$ cat config.mk
export PLATFORM = sky130hd
export DESIGN_NAME = image_scan_ctrl
export DESIGN_NICKNAME = d
export VERILOG_FILES = /design/src/rtl/image_scan_ctrl.sv
export SDC_FILE = /design/constraint.sdc
export NUM_CORES = 1
export LEC_CHECK = 0
export CAP_MARGIN = 20
export CORE_UTILIZATION = 54
export DETAILED_ROUTE_END_ITERATION = 8
export HOLD_SLACK_MARGIN = 0.15
export PLACE_DENSITY = 0.92
export SLEW_MARGIN = 15
export SYNTH_ARGS = -nofsm -noshare
export SYNTH_HDL_FRONTEND = slang
export SYNTH_SLANG_ARGS = --single-unit
$ cat constraint.sdc
create_clock -name HCLK -period 2.15 [get_ports HCLK]
set_input_delay 0.215 -clock HCLK [delete_from_list [all_inputs] [get_ports HCLK]]
set_output_delay 0.215 -clock HCLK [all_outputs]
set_load 0.05 [all_outputs]
$ cat src/rtl/image_scan_ctrl.sv
// Frame-scan sequencer for the RGB pixel-pair read path: VSYNC start-up delay,
// per-line HSYNC blanking, then a stallable raster scan at two pixels per beat.
module image_scan_ctrl #(
  parameter int WIDTH          = 768,
  parameter int HEIGHT         = 512,
  parameter int START_UP_DELAY = 100,
  parameter int HSYNC_DELAY    = 160
) (
  input  logic        HCLK,
  input  logic        HRESET,
  input  logic        start,
  input  logic        out_ready,
  output logic        busy,
  output logic        VSYNC,
  output logic        HSYNC,
  output logic        out_valid,
  output logic [9:0]  row,
  output logic [10:0] col,
  output logic [18:0] rd_addr,
  output logic        edge_top,
  output logic        edge_bottom,
  output logic        edge_left,
  output logic        edge_right,
  output logic        line_done,
  output logic        frame_done
);

  // state | meaning: IDLE wait start, VSYNC start-up hold, HSYNC line blanking,
  // DATA pixel-pair beats, DONE one-cycle frame end
  localparam logic [2:0] S_IDLE  = 3'd0;
  localparam logic [2:0] S_VSYNC = 3'd1;
  localparam logic [2:0] S_HSYNC = 3'd2;
  localparam logic [2:0] S_DATA  = 3'd3;
  localparam logic [2:0] S_DONE  = 3'd4;

  localparam logic [15:0] VS_LAST  = 16'(START_UP_DELAY - 1);
  localparam logic [15:0] HS_LAST  = 16'(HSYNC_DELAY - 1);
  localparam logic [10:0] COL_LAST = 11'(WIDTH - 2);
  localparam logic [9:0]  ROW_LAST = 10'(HEIGHT - 1);

  logic [2:0]  state_q, state_d;
  logic [15:0] cnt_q, cnt_d;
  logic [9:0]  row_q, row_d;
  logic [10:0] col_q, col_d;
  logic [18:0] addr_q, addr_d;
  logic        line_done_q, line_done_d;
  logic        accept;

  assign accept = (state_q == S_DATA) && out_ready;

  always_comb begin
    state_d     = state_q;
    cnt_d       = cnt_q + 16'd1;
    row_d       = row_q;
    col_d       = col_q;
    addr_d      = addr_q;
    line_done_d = 1'b0;
    case (state_q)
      S_IDLE: begin
        cnt_d = '0;
        if (start) begin
          state_d = S_VSYNC;
          row_d   = '0;
          col_d   = '0;
          addr_d  = '0;
        end
      end
      S_VSYNC: begin
        if (cnt_q == VS_LAST) begin
          state_d = S_HSYNC;
          cnt_d   = '0;
        end
      end
      S_HSYNC: begin
        if (cnt_q == HS_LAST) begin
          state_d = S_DATA;
          cnt_d   = '0;
        end
      end
      S_DATA: begin
        cnt_d = '0;
        if (accept) begin
          if (col_q != COL_LAST) begin
            col_d  = col_q + 11'd2;
            addr_d = addr_q + 19'd2;
          end else begin
            line_done_d = 1'b1;
            // the last pair of the frame keeps its address until DONE clears it
            if (row_q != ROW_LAST) begin
              row_d   = row_q + 10'd1;
              col_d   = '0;
              addr_d  = addr_q + 19'd2;
              state_d = S_HSYNC;
            end else begin
              state_d = S_DONE;
            end
          end
        end
      end
      S_DONE: begin
        cnt_d   = '0;
        state_d = S_IDLE;
        row_d   = '0;
        col_d   = '0;
        addr_d  = '0;
      end
      default: begin
        cnt_d   = '0;
        state_d = S_IDLE;
      end
    endcase
  end

  always_ff @(posedge HCLK or posedge HRESET) begin
    if (HRESET) begin
      state_q     <= S_IDLE;
      cnt_q       <= '0;
      row_q       <= '0;
      col_q       <= '0;
      addr_q      <= '0;
      line_done_q <= 1'b0;
    end else begin
      state_q     <= state_d;
      cnt_q       <= cnt_d;
      row_q       <= row_d;
      col_q       <= col_d;
      addr_q      <= addr_d;
      line_done_q <= line_done_d;
    end
  end

  assign busy        = (state_q != S_IDLE);
  assign VSYNC       = (state_q == S_VSYNC);
  assign out_valid   = (state_q == S_DATA);
  assign HSYNC       = out_valid;
  assign row         = row_q;
  assign col         = col_q;
  assign rd_addr     = addr_q;
  assign edge_top    = out_valid && (row_q == '0);
  assign edge_bottom = out_valid && (row_q == ROW_LAST);
  assign edge_left   = out_valid && (col_q == '0);
  assign edge_right  = out_valid && (col_q == COL_LAST);
  assign line_done   = line_done_q;
  assign frame_done  = (state_q == S_DONE);

endmodule

==> results of run 1 <==
==> worst paths after layout <==
check                           startpoint           to  slack, ns  cells past startpoint
worst max-delay path                row[1]  rd_addr[12]      -0.08                      6
worst min-delay path                HRESET     cnt_q[7]       0.25                      2
worst max register to register      row[1]  rd_addr[12]      -0.08                      6
worst min register to register    cnt_q[0]     cnt_q[0]       0.48                      1
max in group asynchronous           HRESET       col[8]       1.29                      3
min in group HCLK                 cnt_q[0]     cnt_q[0]       0.48                      1
==> cells in the mapped netlist, types with 5 or more instances <==
cell / n
xor2_1: 7
ha_1: 5
nor2_1: 27
a31oi_1: 14
o21ai_0: 16
dfrtp_1: 58
or4_1: 6
nand3_1: 21
nand2_1: 25
a21oi_1: 9
buf_2: 5
a22o_1: 6
a211oi_1: 5
o221ai_1: 6
or3_1: 5
clkbuf_1: 13
nor3_1: 12
nor4_1: 13
and4_1: 9
and3_1: 9
inv_1: 19
o211ai_1: 9
nand4_1: 14
==> routing by layer <==
layer / up-vias / track usage [%]
li1: 1657 / -
met1: 1747 / 39.4
met2: 240 / 49.1
met3: 49 / 8.46
met4: 0 / 15.2
met5: - / 0
==> state kept, by name (all words and copies together), names as in the netlist <==
name and count:
rd_addr 18, row 10, state_q 3, line_done 1, cnt_q 16, col 10
==> cell type report <==
| type | count | area share, % |
|---|---|---|
| Tap cell | 77 | 2.07 |
| Clock buffer | 13 | 3.42 |
| Inverter | 20 | 1.72 |
| Clock inverter | 2 | 0.269 |
| Multi-Input combinational cell | 289 | 41.6 |
| Timing Repair Buffer | 93 | 19.3 |
| Sequential cell | 58 | 31.6 |
==> logic make-up (layout without fill, tap and decap cells) <==
| group | count (synthesis) | in the layout | share of synthesized area (%) |
|---|---|---|---|
| simple gates | 163 | 164 | 26.0 |
| compound gates | 102 | 102 | 21.0 |
| flops | 58 | 58 | 41.2 |
| buf+inv | 44 | 128 | 5.54 |
| xor+xnor | 11 | 11 | 2.74 |
| fa+ha+maj | 5 | 5 | 1.78 |
| mux | 5 | 5 | 1.56 |
| other cells | 1 | 2 | 0.107 |
==> power groups by stage <==
stage | registers [mW] | clock network (mW) | logic [mW]
floorplan | 1.33 | 0 | 0.335
global placement | 1.27 | 0 | 0.566
detailed placement | 1.27 | 0 | 0.584
CTS | 1.25 | 0.920 | 0.588
global route | 1.27 | 0.967 | 0.640
finish | 1.26 | 0.915 | 0.595
==> worst max-delay path, cell delays in order (launching register included) <==
cell,delay [ns]
dfrtp_2,0.42
ha_4,0.17
nand4_1,0.17
buf_4,0.21
or3_1,0.60
o2111ai_1,0.33
o221ai_1,0.18
==> per-stage QoR <==
stage	total power [mW]	setup WS [ns]	hold WS, ns	util (%)
2_1_floorplan	1.66	-0.00923	0.432	-
3_3_place_gp	1.84	0.137	0.467	69.1
3_5_place_dp	1.86	0.0409	0.472	69.1
4_1_cts	2.76	-0.0197	0.254	73.0
5_1_grt	2.88	-0.103	0.318	73.7
6_report	2.77	-0.0765	0.252	73.7
==> what timing repair did <==
| action | 4_1_cts | 5_1_grt |
|---|---|---|
| setup endpoints to repair | 4 | 16 |
| gates cloned | 1 | 0 |
| pin swaps | 4 | 3 |
| setup buffers | 9 | 3 |
| resized for setup | 2 | 8 |
| hold buffers | 0 | 0 |
==> run_results.csv, run 1 <==
group,metric,value,unit
clocking,cts-root-buf,"clkbuf_8",
drt,drtIter0Drc,461,
clocking,htree_levels,3,
drt,top_layer,"met4",
global_routing,grt_pass1_wl,16.0,mm
clocking,cts_tree,"done",
worst_setup_path,end_kind,"flip-flop",
job,cap_violations,0,
worst_setup_path,worstSetupStartpointType,"flip-flop",
synth,ys_async_sr_fraction,100,%
final_layout,layout_common_cells,"dfrtp_1, clkdlybuf4s50_1, buf_4, nor2_1, nand2_1",
sta,timing.fmax,449,MHz
final_layout,nNetsFinal,480,
final_layout,drive_above_1_share,20.4,%
sta,setup_viol,5,
worst_setup_path,arrival,2.41,ns
place,place.gp.congestion,0.921,
worst_setup_path,critPathKind,"reg -> reg",
synth,synth_edf_count,0,
floorplanning,initial_core_util,55.8,%
power,p_comb_share,21.5,%
sta,fin_skew,0.00647,ns
global_routing,grt_max_degree,35,
sta,setup_slack,-0.0765,ns
final_layout,area_growth,32.1,%
synth,synthesis.area,0.00352,mm2
place,placed_area,0.00436,mm2
drt,dr.pass1.iters,7,
synth,synth_cell_type_count,63,
final_layout,stdcell_area,0.00465,mm2
final_layout,stdcell_count,552,
floorplanning,num_io_pins,54,
synth,synth_top_area_cell,"dfrtp_1",
clocking,path_clk_slew,0.07,ns
sta,fin_crit,2.23,ns
power,p_int,1.86,mW
place,dp_hpwl,6.58,mm
final_layout,n_antenna_cell,0,
clocking,clock_sinks,58,
floorplanning,dieArea,0.00685,mm2
synth,post_synth_main_area_contributors,"dfrtp_1, nand3_1, nor2_1, nand2_1, a31oi_1",
synth,yosysTopAreaCellShare,41.2,%
floorplanning,row_count,29,
worst_setup_path,crit_required,2.33,ns
drt,drc_errors,0,
drt,wl_per_cell,18.6,um
clocking,clk_latency,0.34,ns
clocking,cts_buffers,9,
drt,met1_length,4.23,mm
hold_path,holdCritPathClass,"in -> async",
floorplanning,fp.dieW,82.7,um
worst_setup_path,crit_fanout,12,
drt,met2_wirelength,4.76,mm
synth,synth_flop_cell,"dfrtp_1",
global_routing,grt_overflow,0,
sta,tightest_slew,0.667,ns
status,violations,"negative setup slack",
drt,routed_via_density,6.69,
synth,ys_seq_elements,58,
power,p_sw,912,uW
final_layout,seq_area,0.00147,mm2
synth,synthesis.instances,389,
drt,ant_nets,0,
synth,seq_area_frac_synth,41.2,%
sta,relSlewSlack,55.5,%
final_layout,nFillCells,439,
power,p_seq_share,45.5,%
synth,yosys_warnings,0,
global_routing,antenna_found_initial,0,
global_routing,grt_pass1_vias,3426,
final_layout,multi_input_area,0.00194,mm2
drt,vias,3693,
sta,final_max_slew_viol_count,0,
power,ir_drop,666,uV
synth,synth.avg_cell_area,9.05,um2
global_routing,grt.total_usage,31.2,%
drt,drt-total-wl,10.3,mm
power,p_leak,1.88,nW
status,outcome,"finished with violations",
sta,rsz0062_at_grt,"true",
power,p_sw_share,33.0,%
drt,wl_met3,970,um
place,io_buffers,51,
power,power_density,595,mW/mm2
sta,period_share,104,%
floorplanning,dieHeight,82.7,um
sta,hold_viol_final,0,
sta,finalSetupTns,-0.295,ns
place,place_inst,524,
power,clkPwrFrac,33.1,%
clocking,cts_buffer_depth,2,
floorplanning,core_area,0.00631,mm2
No activity file was read; power rests on OpenSTA's default activity.
==> inputs of run 2 (changes only) <==
Settings changed: CORE_MARGIN from default to 2.
==> run_results.csv, run 2 (same netlist as run 1, synthesis figures left out) <==
group,metric,value,unit
drt,drc_errors,0,
sta,timing.fmax,472,MHz
clocking,cts_tree,"done",
final_layout,n_antenna_cell,0,
drt,drt-total-wl,10.5,mm
sta,final_max_slew_viol_count,0,
clocking,cts_buffer_depth,2,
worst_setup_path,crit_required,1.93,ns
worst_setup_path,worstSetupStartpointType,"flip-flop",
worst_setup_path,crit_path_top_delay_cell,"or4_4",
drt,routed_via_density,6.69,
global_routing,grt_pass1_wl,17.4,mm
final_layout,layout_common_cells,"dfrtp_1, buf_4, clkdlybuf4s50_1, nor2_1, nand2_1",
global_routing,grt.total_usage,30.4,%
floorplanning,core_area,0.00631,mm2
clocking,htree_levels,3,
global_routing,grt_pass1_vias,3671,
place,placed_area,0.00439,mm2
drt,vias,3699,
place,place_inst,527,
drt,drtIter0Drc,472,
clocking,clk_latency,0.35,ns
sta,relSlewSlack,53.0,%
floorplanning,row_count,29,
final_layout,nFillCells,423,
drt,ant_nets,0,
sta,tightest_slew,0.704,ns
clocking,path_clk_slew,0.07,ns
clocking,clock_sinks,58,
sta,fin_skew,0.00922,ns
drt,wl_per_cell,18.9,um
sta,setup_viol,0,
worst_setup_path,crit_chain,"ha_4 -> nand4_1 -> or4_4 -> clkinv_4 -> buf_4 -> buf_12",
power,p_leak,1.93,nW
final_layout,largest_register_ff_count,18,
worst_setup_path,end_kind,"output pin",
final_layout,fin_util,74.8,%
final_layout,area_growth,34.0,%
worst_setup_path,critPathKind,"reg -> out",
status,outcome,"finished clean",
clocking,cts-root-buf,"clkbuf_8",
hold_path,holdCritPathClass,"in -> async",
floorplanning,dieArea,0.00718,mm2
worst_setup_path,slowest_delay,0.53,ns
floorplanning,dieHeight,84.7,um
final_layout,nNetsFinal,480,
power,total_power,3.16,mW
final_layout,stdcell_count,553,
sta,period_share,98.5,%
drt,wl_met3,996,um
global_routing,grt_overflow,0,
place,dp_hpwl,6.84,mm
clocking,cts_buffers,9,
sta,fin_crit,2.12,ns
worst_setup_path,arrival,1.90,ns
drt,met1_length,4.15,mm
place,io_buffers,51,
sta,hold_viol_final,0,
drt,dr.pass1.iters,6,
job,cap_violations,0,
place,place.gp.congestion,0.939,
floorplanning,initial_core_util,55.8,%
drt,top_layer,"met4",
global_routing,grt_max_degree,42,
sta,holdWs,0.183,ns
floorplanning,num_io_pins,54,
floorplanning,fp.dieW,84.7,um
drt,met2_wirelength,4.99,mm
final_layout,stdcell_area,0.00472,mm2
final_layout,drive_above_1_share,20.6,%
sta,rsz0062_at_grt,"true",
power,power_density,669,mW/mm2
global_routing,antenna_found_initial,0,
power,ir_drop,593,uV
worst_setup_path,crit_fanout,4,
## run 2: changes by cell type in the layout (fill, tap and decap cells not counted), sizes merged
cell / before / now
bufinv: 0 / 3
clkinvlp: 1 / 0
clkinv: 2 / 3
clkbuf: 13 / 11
## run 2: area by class of cell
cell class                 count  area (um2)  area share, %
multi-input combinational    289        1930           40.9
sequential                    58        1470           31.2
timing repair buffer          93         892           18.9
clock buffer                  11         151           3.21
clock inverter                 5         100           2.12
tap                           77        96.3           2.04
inverter                      20        80.1           1.70
## run 2: final timing paths
check / from / end / slack (ns) / cells past startpoint
max in group asynchronous: HRESET / col[7] / 1.38 / 3
setup reg to reg: col[10] / col[5] / 0.06 / 5
hold reg to reg: cnt_q[0] / cnt_q[0] / 0.49 / 1
min in group HCLK: cnt_q[0] / cnt_q[0] / 0.49 / 1
setup / recovery: row[1] / edge_bottom / 0.03 / 6
hold / removal: HRESET / rd_addr[18] / 0.18 / 2
## run 2: worst max-delay path: cells and delay by family, from the launching register on
family | cells | cell delay, ns
fa+ha+maj | 1 | 0.14
flops | 1 | 0.40
buf+inv | 3 | 0.36
simple gates | 2 | 0.66
## run 2: per-stage QoR
| stage | setup TNS [ns] | setup WS (ns) |
|---|---|---|
| 2_1_floorplan | -0.00923 | -0.00923 |
| 3_3_place_gp | 0 | 0.180 |
| 3_5_place_dp | 0 | 0.0753 |
| 4_1_cts | -0.0666 | -0.0666 |
| 5_1_grt | -0.0132 | -0.0124 |
| 6_report | 0 | 0.0321 |
## run 2: timing repair
item,4_1_cts,5_1_grt
buffers inserted,5,4
endpoints found under the setup margin,3,3
resized for setup,3,0
pin swaps,4,2
gates cloned,1,0
hold endpoints to repair,0,0
hold buffers,0,0
## run 2: power by group
| group | total [mW] | internal, mW | switching, mW |
|---|---|---|---|
| Combinational | 0.613 | 0.225 | 0.387 |
| Sequential | 1.25 | 1.16 | 0.0925 |
| Clock | 1.29 | 0.829 | 0.461 |
| Total | 3.16 | 2.22 | 0.941 |
## run 2: metal layers
metal	vias up	track usage, %
met1	1752	38.4
met3	43	6.59
li1	1655	-
met5	-	0
met2	249	48.0
met4	0	17.9
==> inputs of run 3 (changes only) <==
Settings changed: CORE_ASPECT_RATIO from default to 2.
==> run_results.csv, run 3 (same netlist as run 1, synthesis figures left out) <==
group,metric,value,unit
worst_setup_path,crit_path_top_delay_cell,"dfrtp_1",
sta,tightest_slew,0.572,ns
clocking,path_clk_slew,0.06,ns
floorplanning,row_count,41,
drt,met2_wirelength,6.51,mm
sta,period_share,104,%
worst_setup_path,arrival,2.01,ns
sta,fin_crit,2.23,ns
drt,routed_via_density,6.85,
power,p_leak,1.96,nW
sta,holdWs,0.250,ns
place,place.gp.congestion,1.06,
global_routing,grt_pass1_wl,18.3,mm
drt,dr.pass1.iters,5,
sta,timing.fmax,449,MHz
worst_setup_path,crit_fanout,14,
floorplanning,initial_core_util,55.8,%
sta,final_max_slew_viol_count,0,
clocking,htree_levels,3,
global_routing,antenna_found_initial,0,
floorplanning,fp.dieW,61.1,um
sta,setup_viol,4,
clocking,cts-root-buf,"clkbuf_16",
drt,wl_met3,917,um
worst_setup_path,slowest_delay,0.47,ns
sta,fin_skew,0.00883,ns
global_routing,grt_pass1_vias,3738,
worst_setup_path,end_kind,"output pin",
worst_setup_path,cp_num_cells,6,
worst_setup_path,crit_required,1.93,ns
final_layout,multi_input_area,0.00194,mm2
clocking,cts_tree,"done",
sta,hold_viol_final,0,
drt,wl_per_cell,21.4,um
drt,ant_nets,0,
final_layout,nNetsFinal,481,
worst_setup_path,critPathTopFamily,"buffers and inverters",
final_layout,seq_area,0.00147,mm2
hold_path,holdCritPathClass,"in -> async",
power,power_density,711,mW/mm2
drt,drc_errors,0,
drt,drt-total-wl,12.1,mm
worst_setup_path,r2r_cells,7,
final_layout,area_growth,37.2,%
worst_setup_path,critPathKind,"reg -> out",
final_layout,n_antenna_cell,0,
floorplanning,dieHeight,118,um
drt,top_layer,"met4",
floorplanning,core_area,0.00631,mm2
final_layout,fin_util,76.6,%
drt,drtIter0Drc,497,
floorplanning,dieArea,0.00722,mm2
status,violations,"negative setup slack",
final_layout,layout_common_cells,"dfrtp_1, buf_4, clkdlybuf4s50_1, nor2_1, nand2_1",
final_layout,largest_register_ff_count,18,
status,outcome,"finished with violations",
job,cap_violations,0,
worst_setup_path,crit_chain,"nand3b_1 -> buf_4 -> clkinvlp_4 -> nand2_1 -> nor4_4 -> buf_12",
clocking,cts_buffer_depth,2,
worst_setup_path,worstSetupStartpointType,"flip-flop",
clocking,cts_buffers,9,
final_layout,drive_above_1_share,20.8,%
power,ir_drop,659,uV
sta,rsz0062_at_grt,"true",
sta,relSlewSlack,61.8,%
place,dp_hpwl,7.69,mm
clocking,clock_sinks,58,
place,io_buffers,51,
sta,finalSetupTns,-0.187,ns
final_layout,nFillCells,411,
floorplanning,num_io_pins,54,
worst_setup_path,crit_buf_inv,3,
global_routing,grt.total_usage,33.7,%
sta,setup_slack,-0.0776,ns
power,total_power,3.44,mW
global_routing,grt_max_degree,36,
clocking,clk_latency,0.34,ns
drt,met1_length,3.82,mm
drt,vias,3859,
global_routing,grt_overflow,0,
run 3: metal layers:
layer	up-vias	track usage, %
met2	285	56.0
met5	-	0
li1	1652	-
met3	79	5.58
met1	1843	37.5
met4	0	21.2
run 3: timing repair:
item | in CTS | in global routing
gates resized for setup | 3 | 6
cloned | 0 | 1
pin swaps | 3 | 4
endpoints found under the setup margin | 4 | 17
buffers inserted | 0 | 14
hold buffers | 0 | 0
run 3: final timing paths:
path	start	end	slack, ns
setup / recovery	state_q[0]	edge_left	-0.08
hold / removal	HRESET	row[9]	0.25
setup reg to reg	state_q[0]	rd_addr[8]	0
hold reg to reg	cnt_q[0]	cnt_q[0]	0.50
max in group asynchronous	HRESET	col[10]	1.28
min in group HCLK	cnt_q[0]	cnt_q[0]	0.50
run 3: layout make-up:
type | instances | area share [%]
Sequential cell | 58 | 30.4
Clock inverter | 1 | 0.621
Timing Repair Buffer | 94 | 18.7
Inverter | 20 | 1.79
Multi-Input combinational cell | 289 | 40.1
Clock buffer | 15 | 6.16
Tap cell | 86 | 2.23
run 3: worst register-to-register path, delay by kind of cell, from the launching register on:
family / cells / cell delay [ns]
and+or+nand+nor: 1 / 0.20
DFF: 1 / 0.46
AOI/OAI and AO/OA: 3 / 0.57
buffers and inverters: 3 / 0.81
run 3: through the flow:
step | cells | setup WS [ns] | instance area (um2)
after global routing | 563 | -0.0737 | 4830
final | 563 | -0.0776 | 4830
after detailed placement | 532 | 0.0584 | 4370
after global placement | 532 | 0.101 | 4370
after floorplan | 390 | -0.00923 | 3600
after CTS | 548 | -0.0516 | 4700
run 3: report_power, final:
group	leakage (nW)	total, mW	switching, mW	internal, mW
registers	0.773	1.27	0.104	1.16
clock network	0.162	1.56	0.508	1.05
logic	1.03	0.605	0.398	0.207
